--- src/rtl/dsp_pkg.sv ---
// Shared widths, types and saturating-add helper for the dual-channel accumulator.
package dsp_pkg;

  localparam int unsigned DEFAULT_IN_W  = 16;
  localparam int unsigned DEFAULT_ACC_W = 24;
  localparam int unsigned SAT_W         = 64;

  typedef logic signed [DEFAULT_ACC_W-1:0] acc_t;
  typedef logic signed [SAT_W-1:0]         wide_t;

  typedef struct packed {
    logic  ovf;
    wide_t sum;
  } sat_t;

  typedef enum logic {
    ACCUM,
    FILL
  } state_e;

  // Add in a wide domain, then clamp to a signed w-bit range.
  function automatic sat_t sat_add(input wide_t acc, input wide_t sext_in,
                                   input int unsigned w);
    sat_t  res;
    wide_t sum;
    wide_t hi;
    wide_t lo;
    sum = acc + sext_in;
    hi  = (wide_t'(1) <<< (w - 1)) - wide_t'(1);
    lo  = -hi - wide_t'(1);
    res.ovf = 1'b0;
    res.sum = sum;
    if (sum > hi) begin
      res.sum = hi;
      res.ovf = 1'b1;
    end else if (sum < lo) begin
      res.sum = lo;
      res.ovf = 1'b1;
    end
    return res;
  endfunction

endpackage

--- src/rtl/dsp_sat_acc.sv ---
// One channel: saturating accumulator with a sticky overflow flag.
module dsp_sat_acc
  import dsp_pkg::*;
#(
  parameter int unsigned IN_W  = DEFAULT_IN_W,
  parameter int unsigned ACC_W = DEFAULT_ACC_W
) (
  input  logic                    clk,
  input  logic                    rst,
  input  logic                    en,
  input  logic                    load,
  input  logic signed [IN_W-1:0]  add,
  output logic signed [ACC_W-1:0] acc_nxt_c,
  output logic                    ovf_nxt_c
);

  logic signed [ACC_W-1:0] acc_q;
  logic                    ovf_q;
  sat_t                    res;

  // Value the accumulator takes if this beat is accepted.
  always_comb begin
    res       = sat_add(wide_t'(acc_q), wide_t'(add), ACC_W);
    acc_nxt_c = ACC_W'(res.sum);
    ovf_nxt_c = ovf_q | res.ovf;
    if (load) begin
      acc_nxt_c = ACC_W'(add);
      ovf_nxt_c = 1'b0;
    end
  end

  always_ff @(posedge clk) begin
    if (!rst) begin
      acc_q <= '0;
      ovf_q <= 1'b0;
    end else if (en) begin
      acc_q <= acc_nxt_c;
      ovf_q <= ovf_nxt_c;
    end
  end

endmodule

--- src/rtl/dsp_dual_acc.sv ---
// Accumulates LEN paired products per channel and presents the sums on a valid/ready port.
module dsp_dual_acc
  import dsp_pkg::*;
#(
  parameter int unsigned IN_W  = DEFAULT_IN_W,
  parameter int unsigned ACC_W = DEFAULT_ACC_W,
  parameter int unsigned LEN   = 9
) (
  input  logic                    clk,
  input  logic                    rst,
  input  logic                    clr,
  input  logic                    valid_in,
  output logic                    ready_in,
  input  logic signed [IN_W-1:0]  ac_in,
  input  logic signed [IN_W-1:0]  bc_in,
  output logic signed [ACC_W-1:0] sum_ac,
  output logic signed [ACC_W-1:0] sum_bc,
  output logic                    ovf_ac,
  output logic                    ovf_bc,
  output logic                    valid_out,
  input  logic                    ready_out
);

  localparam int unsigned CNT_W = (LEN > 1) ? $clog2(LEN) : 1;
  localparam logic [CNT_W-1:0] LAST = CNT_W'(LEN - 1);

  state_e                  state_q, state_d;
  logic [CNT_W-1:0]        cnt_q, cnt_d;
  logic                    last;
  logic                    accept;
  logic                    load;
  logic signed [ACC_W-1:0] nxt_ac, nxt_bc;
  logic                    nov_ac, nov_bc;

  // Only the completing beat can stall, and only when the held result is not draining.
  assign last     = (cnt_q == LAST);
  assign ready_in = !(last && valid_out && !ready_out);
  assign accept   = valid_in && ready_in && !clr;
  assign load     = (state_q == ACCUM);

  always_ff @(posedge clk) begin
    if (!rst) begin
      state_q <= ACCUM;
      cnt_q   <= '0;
    end else begin
      state_q <= state_d;
      cnt_q   <= cnt_d;
    end
  end

  always_comb begin
    state_d = state_q;
    cnt_d   = cnt_q;
    if (clr) begin
      state_d = ACCUM;
      cnt_d   = '0;
    end else if (accept) begin
      if (last) begin
        state_d = ACCUM;
        cnt_d   = '0;
      end else begin
        state_d = FILL;
        cnt_d   = cnt_q + CNT_W'(1);
      end
    end
  end

  dsp_sat_acc #(.IN_W(IN_W), .ACC_W(ACC_W)) u_acc_ac (
    .clk       (clk),
    .rst       (rst),
    .en        (accept),
    .load      (load),
    .add       (ac_in),
    .acc_nxt_c (nxt_ac),
    .ovf_nxt_c (nov_ac)
  );

  dsp_sat_acc #(.IN_W(IN_W), .ACC_W(ACC_W)) u_acc_bc (
    .clk       (clk),
    .rst       (rst),
    .en        (accept),
    .load      (load),
    .add       (bc_in),
    .acc_nxt_c (nxt_bc),
    .ovf_nxt_c (nov_bc)
  );

  // Result register: a new completion wins over a drain in the same cycle.
  always_ff @(posedge clk) begin
    if (!rst) begin
      valid_out <= 1'b0;
      sum_ac    <= '0;
      sum_bc    <= '0;
      ovf_ac    <= 1'b0;
      ovf_bc    <= 1'b0;
    end else if (accept && last) begin
      valid_out <= 1'b1;
      sum_ac    <= nxt_ac;
      sum_bc    <= nxt_bc;
      ovf_ac    <= nov_ac;
      ovf_bc    <= nov_bc;
    end else if (ready_out) begin
      valid_out <= 1'b0;
    end
  end

endmodule

--- config.mk ---
export PLATFORM = sky130hd
export DESIGN_NAME = dsp_dual_acc
export DESIGN_NICKNAME = d
export VERILOG_FILES = /design/src/rtl/dsp_pkg.sv /design/src/rtl/dsp_sat_acc.sv /design/src/rtl/dsp_dual_acc.sv
export SDC_FILE = /design/constraint.sdc
export NUM_CORES = 1
export LEC_CHECK = 0
export ABC_CLOCK_PERIOD_IN_PS = 3000
export BUFFER_PORTS_ARGS = -buffer_cell sky130_fd_sc_hd__buf_4
export CORE_ASPECT_RATIO = 0.9
export CORE_MARGIN = 3
export CORE_UTILIZATION = 40
export CTS_BUF_LIST = sky130_fd_sc_hd__clkbuf_8
export DETAILED_ROUTE_END_ITERATION = 10
export GPL_ROUTABILITY_DRIVEN = 0
export SETUP_SLACK_MARGIN = 0.02
export SLEW_MARGIN = 20
export SYNTH_ARGS = -nofsm -noshare
export SYNTH_HDL_FRONTEND = slang
export SYNTH_SLANG_ARGS = --single-unit
export TNS_END_PERCENT = 50
--- constraint.sdc ---
create_clock -name clk -period 3 [get_ports clk]
set_input_delay 0.6 -clock clk [delete_from_list [all_inputs] [get_ports clk]]
set_output_delay 0.6 -clock clk [all_outputs]
set_load 0.005 [all_outputs]
======== Yosys cells after proc, flatten, opt, wreduce, memory -nomap -nowiden ========
Cells that the tools add are included.
storage, ports and cells
  memories ................................ 0
  output and inout bits ................... 52
  input bits .............................. 37
  word-level logic and storage cells ...... 44
  memory bits (read-only) ................. 0
  bits in registers ....................... 106
  bits in writable memories ............... 0
  bits in latches ......................... 0
cells by class
  $mul .................................... 0
  shifts and indexed selects .............. 0
  bitwise operators ....................... 3
  div/mod/pow operators ................... 0
  order comparisons ....................... 4
  mux-type cells .......................... 12
  reductions and logical operators ........ 10
  add/subtract/negate cells ............... 3
  equality and inequality tests ........... 1
operators with widths
  operator                                                       count
  2-to-1 mux 65 bit                                              4
  > comparator 64 x 24 -> 1 bit (second input constant)          2
  less-than comparator 64 x 24 -> 1 bit (second input constant)  2
  adder 24 x 16 -> 25 bit                                        2
  2-to-1 mux 24 bit                                              2
  logical AND 1 bit                                              5
  2-to-1 mux 1 bit                                               5
  adder 4 x 1 -> 4 bit (second input constant)                   1
  == test 4 bit (second input constant)                          1
  2-to-1 mux 4 bit                                               1
  zero test 1 bit                                                3
  bitwise OR 1 bit                                               2
  nonzero test 2 bit                                             1
  OR reduction 2 bit                                             1
  inverter 1 bit                                                 1

======== Depth between registers and ports, before layout ========
  word-level depth ........................ 8
  depth in mapped cells ................... 13
  gate-level depth less buffers ........... 11

======== Cells and area by module ========
From an unflattened synthesis, not the netlist that was laid out.
unflattened totals
  cell total of the unflattened synthesis .. 1022
  area total of the unflattened synthesis .. 8224.1 sq um
modules (own cells, without submodules)
  module        cells each  area each (sq um)  sequential area each (sq um)  times used
  dsp_sat_acc   371         2895.3             500.5                         2
  dsp_dual_acc  280         2433.6             1121.1                        1

======== Worst setup path before layout ========
Ideal clock, no wire load.
  path kind ............................... input to register
  from .................................... input port ac_in[0]
  to ...................................... register u_acc_ac.acc_q[11]
  library setup time ...................... 0.132 ns
  arrival ................................. 2.704 ns
  slack ................................... 0.164 ns
  required time ........................... 2.868 ns
  stages .................................. 13
  path buffers ............................ 2
  cells stage by stage .................... ha_1 inv_1 fa_1 nand2b_1 a21oi_1 o2111ai_2 nand2_1 a221oi_4 buf_6 buf_4 a21oi_1 a22oi_1 a21oi_1
on the way
  longest elaborated chain between the ends .. 5
  elaborated cells between the ends (all ways) .. 6
RTL lines
  what                                   line                text
  start: declaration                     dsp_dual_acc.sv:14  input logic signed [IN_W-1:0] ac_in,
  adder 24 x 16 -> 25 bit *              dsp_pkg.sv:28       sum = acc + sext_in;
  less-than comparator 64 x 24 -> 1 bit  dsp_pkg.sv:36       end else if (sum < lo) begin
  2-to-1 mux 65 bit                      dsp_pkg.sv:36
  2-to-1 mux 65 bit *                    dsp_pkg.sv:33       if (sum > hi) begin
  2-to-1 mux 24 bit *                    dsp_sat_acc.sv:26   if (load) begin
  end signal: assignment                 dsp_sat_acc.sv:37   acc_q <= acc_nxt_c;
  end: declaration                       dsp_sat_acc.sv:17   logic signed [ACC_W-1:0] acc_q;
Every way passes the cells marked *; elsewhere a longest branch is shown, timed or not.
A chain may end at the register's enable or synchronous reset.

======== Worst setup path after layout ========
  from .................................... register u_acc_bc.acc_q[3]
  to ...................................... register sum_bc[21]
on the way
  longest elaborated chain between the ends .. 5
  elaborated cells between the ends (all ways) .. 6
RTL lines
  what                                   line                text
  start: declaration                     dsp_sat_acc.sv:17
  start signal: assignment               dsp_sat_acc.sv:37
  adder 24 x 16 -> 25 bit *              dsp_pkg.sv:28
  less-than comparator 64 x 24 -> 1 bit  dsp_pkg.sv:36
  2-to-1 mux 65 bit                      dsp_pkg.sv:36
  2-to-1 mux 65 bit *                    dsp_pkg.sv:33
  2-to-1 mux 24 bit *                    dsp_sat_acc.sv:26
  end signal: assignment                 dsp_dual_acc.sv:99  sum_bc <= nxt_bc;
  end: declaration                       dsp_dual_acc.sv:17  output logic signed [ACC_W-1:0] sum_bc,
Marked as above.

==> out/results.ini <==
[outcome]
status=complete, no violations

[finish]
final_area_sq_um=9410
final_layout_size_suffix_gt1_share_pct=27.3
finalNetCount=1200
utilization_pct=54.8
synthToLayoutAreaGrowth_pct=32.2
diodes=0

[synthesis]
ys_ff_latch=106
synth_cell_types=72
postSynthAreaPerCell_sq_um=7.84
syn_inst=908
async_reset_ff_share_pct=0
synth_warnings=0
synthesis.nets=997
yosysSeqAreaShare_pct=29.8
synth_area_sq_um=7120
synth_ff_type=dfxtp_1
synth_edf_count=0

[worst_setup_path]
criticalPathCategory=flip-flop to flip-flop
critPathArrivalTime_ns=3.12
end_kind=flip-flop
startpoint_type=flip-flop
path_cells=ha_1 > o211ai_1 > o211ai_1 > a311oi_2 > a211oi_2 > or2_4 > buf_4 > o211ai_2 > buf_4 > a21oi_1 > o21ai_0
slowest_delay_ns=0.37
crit_fanout=5
required_ns=3.29
crit_slowest_cell=o211ai_1
critical-path-top-delay-family=compound AO/OA/AOI/OAI gates
path_buf_inv=2

[detailed_routing]
vias_per_cell=5.41
wirelength_mm=21.2
routedWlPerCell_um=15.7
drtAntennaViolNets=0
drt_first_pass_iters=5
met1Wirelength_mm=11.5
drt-initial-drc-count=495
met3_length_um=934
vias=7306
drc=0
wl_met2_mm=8.65
routed.top_layer=met4

[clock_tree]
cts_sinks=106
cts_root_buf=clkbuf_8
clk_latency_ns=0.40
clock_path_buffers=2
clk_pin_slew_ns=0.11
cts_buffers=9
cts_tree=yes
ctsHtreeMaxLevel=3

[timing]
finalHoldViolCount=0
fin_crit_ns=2.83
tightest_slew_ns=0.590
finalSetupViolations=0
drv_slew=0
fin_crit_sh_pct=94.3
slew_headroom_pct=60.6
skew_ns=0.0180
fmaxAchievable_ghz=0.354

[floorplan]
fp.dieW_um=147
start_util_pct=41.4
std_cell_rows=45
die-area_sq_um=19400
io_pins=89
fp.dieH_um=133
core_area_sq_um=17200

[global_route]
grt_pass1_wl_mm=34.7
grt_overflow=0
antenna_found_initial=0
grt_max_degree=78
grt_pass1_vias=6756
gr-usage-all-layers_pct=21.5

[pwr]
vdd_drop_max_mv=0.225
powerDensity_nw_per_um2=379
p_leak_nw=4.15

[place]
dp_hpwl_mm=15.6
port_buffers=88
dpl_cell_area_sq_um=9070

[job]
drv_cap=0

[worst_hold_path]
hold_class=input pin to flip-flop

-- routing by layer --
layer	GRT usage, %	up-vias
met3	3.25	10
met5	0	-
met4	3.87	0
li1	-	3759
met1	33.7	3375
met2	31.1	162
-- layout make-up --
cell class / instances / area, sq um
well taps: 235 / 294
multi-input cells: 725 / 4720
clock buffers: 12 / 165
flip-flops and latches: 106 / 2120
inverters: 19 / 71.3
repair buffers: 250 / 2000
fillers: 1637 / 7770
clock inverters: 4 / 33.8
-- where the power goes --
group | switching [W] | internal [W] | leakage (nW) | total (W)
clock network | 0.000548 | 0.000377 | 0.0992 | 0.000925
registers | 0.0000252 | 0.00145 | 0.862 | 0.00147
logic | 0.000615 | 0.000549 | 3.19 | 0.00116
-- state kept, by name (all words and copies together), names as in the netlist --
| name | count |
|---|---|
| u_acc_bc.acc_q | 24 |
| u_acc_ac.acc_q | 24 |
| state_q | 1 |
| sum_ac | 24 |
| ovf_ac | 1 |
| sum_bc | 24 |
| u_acc_ac.ovf_q | 1 |
| ovf_bc | 1 |
| cnt_q | 4 |
| u_acc_bc.ovf_q | 1 |
| valid_out | 1 |
-- what timing repair did --
item	CTS	global route
gates cloned	0	1
buffers inserted	0	6
endpoints found under the setup margin	24	52
pin swaps	0	6
resized for setup	2	11
hold endpoints to repair	0	0
hold buffers	0	0
-- worst register-to-register path, delay by kind of cell, from the launching register on --
family	cells	cell delay, ns
fa+ha+maj	1	0.34
compound gates	7	1.50
buf+inv	2	0.34
flops	1	0.33
simple gates	1	0.20
-- Yosys cell counts, types with 9 or more instances --
master | number | share of area, %
nand2_1 | 114 | 6.0
dfxtp_1 | 106 | 30
a21oi_1 | 100 | 7.0
o21ai_0 | 79 | 5.6
nor2_1 | 55 | 2.9
ha_1 | 50 | 8.8
o211ai_1 | 41 | 4.3
clkbuf_1 | 39 | 2.1
a31oi_1 | 35 | 3.1
nand3_1 | 27 | 1.9
xnor2_1 | 23 | 2.8
inv_1 | 19 | 1.0
a21o_1 | 18 | 1.9
xor2_1 | 15 | 1.8
and3_1 | 14 | 1.2
nor3_1 | 12 | 0.84
o21ai_1 | 12 | 0.84
nand4_1 | 10 | 0.88
buf_2 | 9 | 0.63
-- logic make-up after synthesis --
family                   share of synthesized area [%]
XOR/XNOR                                          4.68
multiplexers                                     0.422
flip-flops                                        29.8
buffers and inverters                             4.87
AO/OA/AOI/OAI                                     32.6
adder cells (fa/ha/maj)                           9.35
AND/OR/NAND/NOR                                   18.2
-- path summary, 6_finish.rpt --
check	from	end	slack (ns)	depth (start not counted)
worst max-delay path	u_acc_bc.acc_q[3]	sum_bc[21]	0.17	11
worst max register to register	u_acc_bc.acc_q[3]	sum_bc[21]	0.17	11
worst min register to register	sum_ac[21]	sum_ac[21]	0.45	2
worst min-delay path	clr	cnt_q[0]	0.44	2
-- per-stage QoR --
| stage | hold slack, ns | cells | power, W | setup WS [ns] | setup TNS, ns |
|---|---|---|---|---|---|
| 2_1_floorplan | 0.429 | 908 | 0.00218 | 0.164 | 0 |
| 3_3_place_gp | 0.439 | 1328 | 0.00264 | -0.386 | -13.75 |
| 3_5_place_dp | 0.445 | 1328 | 0.00264 | -0.481 | -16.88 |
| 4_1_cts | 0.418 | 1344 | 0.00357 | 0.0647 | 0 |
| 5_1_grt | 0.438 | 1351 | 0.00376 | -0.0149 | -0.0253 |
| 6_report | 0.441 | 1351 | 0.00356 | 0.172 | 0 |
-- cell usage in the layout (no fill, tap or decap), drive strengths merged, types with 4 or more instances in the layout --
| cell type | netlist | final |
|---|---|---|
| dfxtp | 106 | 106 |
| o2111ai | 4 | 4 |
| a211oi | 9 | 9 |
| a21oi | 103 | 103 |
| o31ai | 6 | 6 |
| a22o | 8 | 8 |
| buf | 18 | 250 |
| xnor2 | 23 | 23 |
| o21ai | 93 | 93 |
| o211ai | 44 | 44 |
| a21o | 18 | 18 |
| clkbuf | 40 | 12 |
| nor3 | 15 | 15 |
| nor2 | 55 | 55 |
| xor2 | 15 | 15 |
| o21a | 5 | 5 |
| or2 | 5 | 5 |
| nand3 | 27 | 27 |
| a31oi | 36 | 36 |
| o21bai | 4 | 4 |
| or3 | 5 | 5 |
| nor2b | 6 | 6 |
| and2 | 6 | 6 |
| inv | 19 | 20 |
| nand4 | 10 | 10 |
| and3 | 14 | 14 |
| ha | 50 | 50 |
| nand2 | 115 | 115 |
| nand2b | 8 | 8 |
Note: power is estimated with default switching activity, not from simulation.
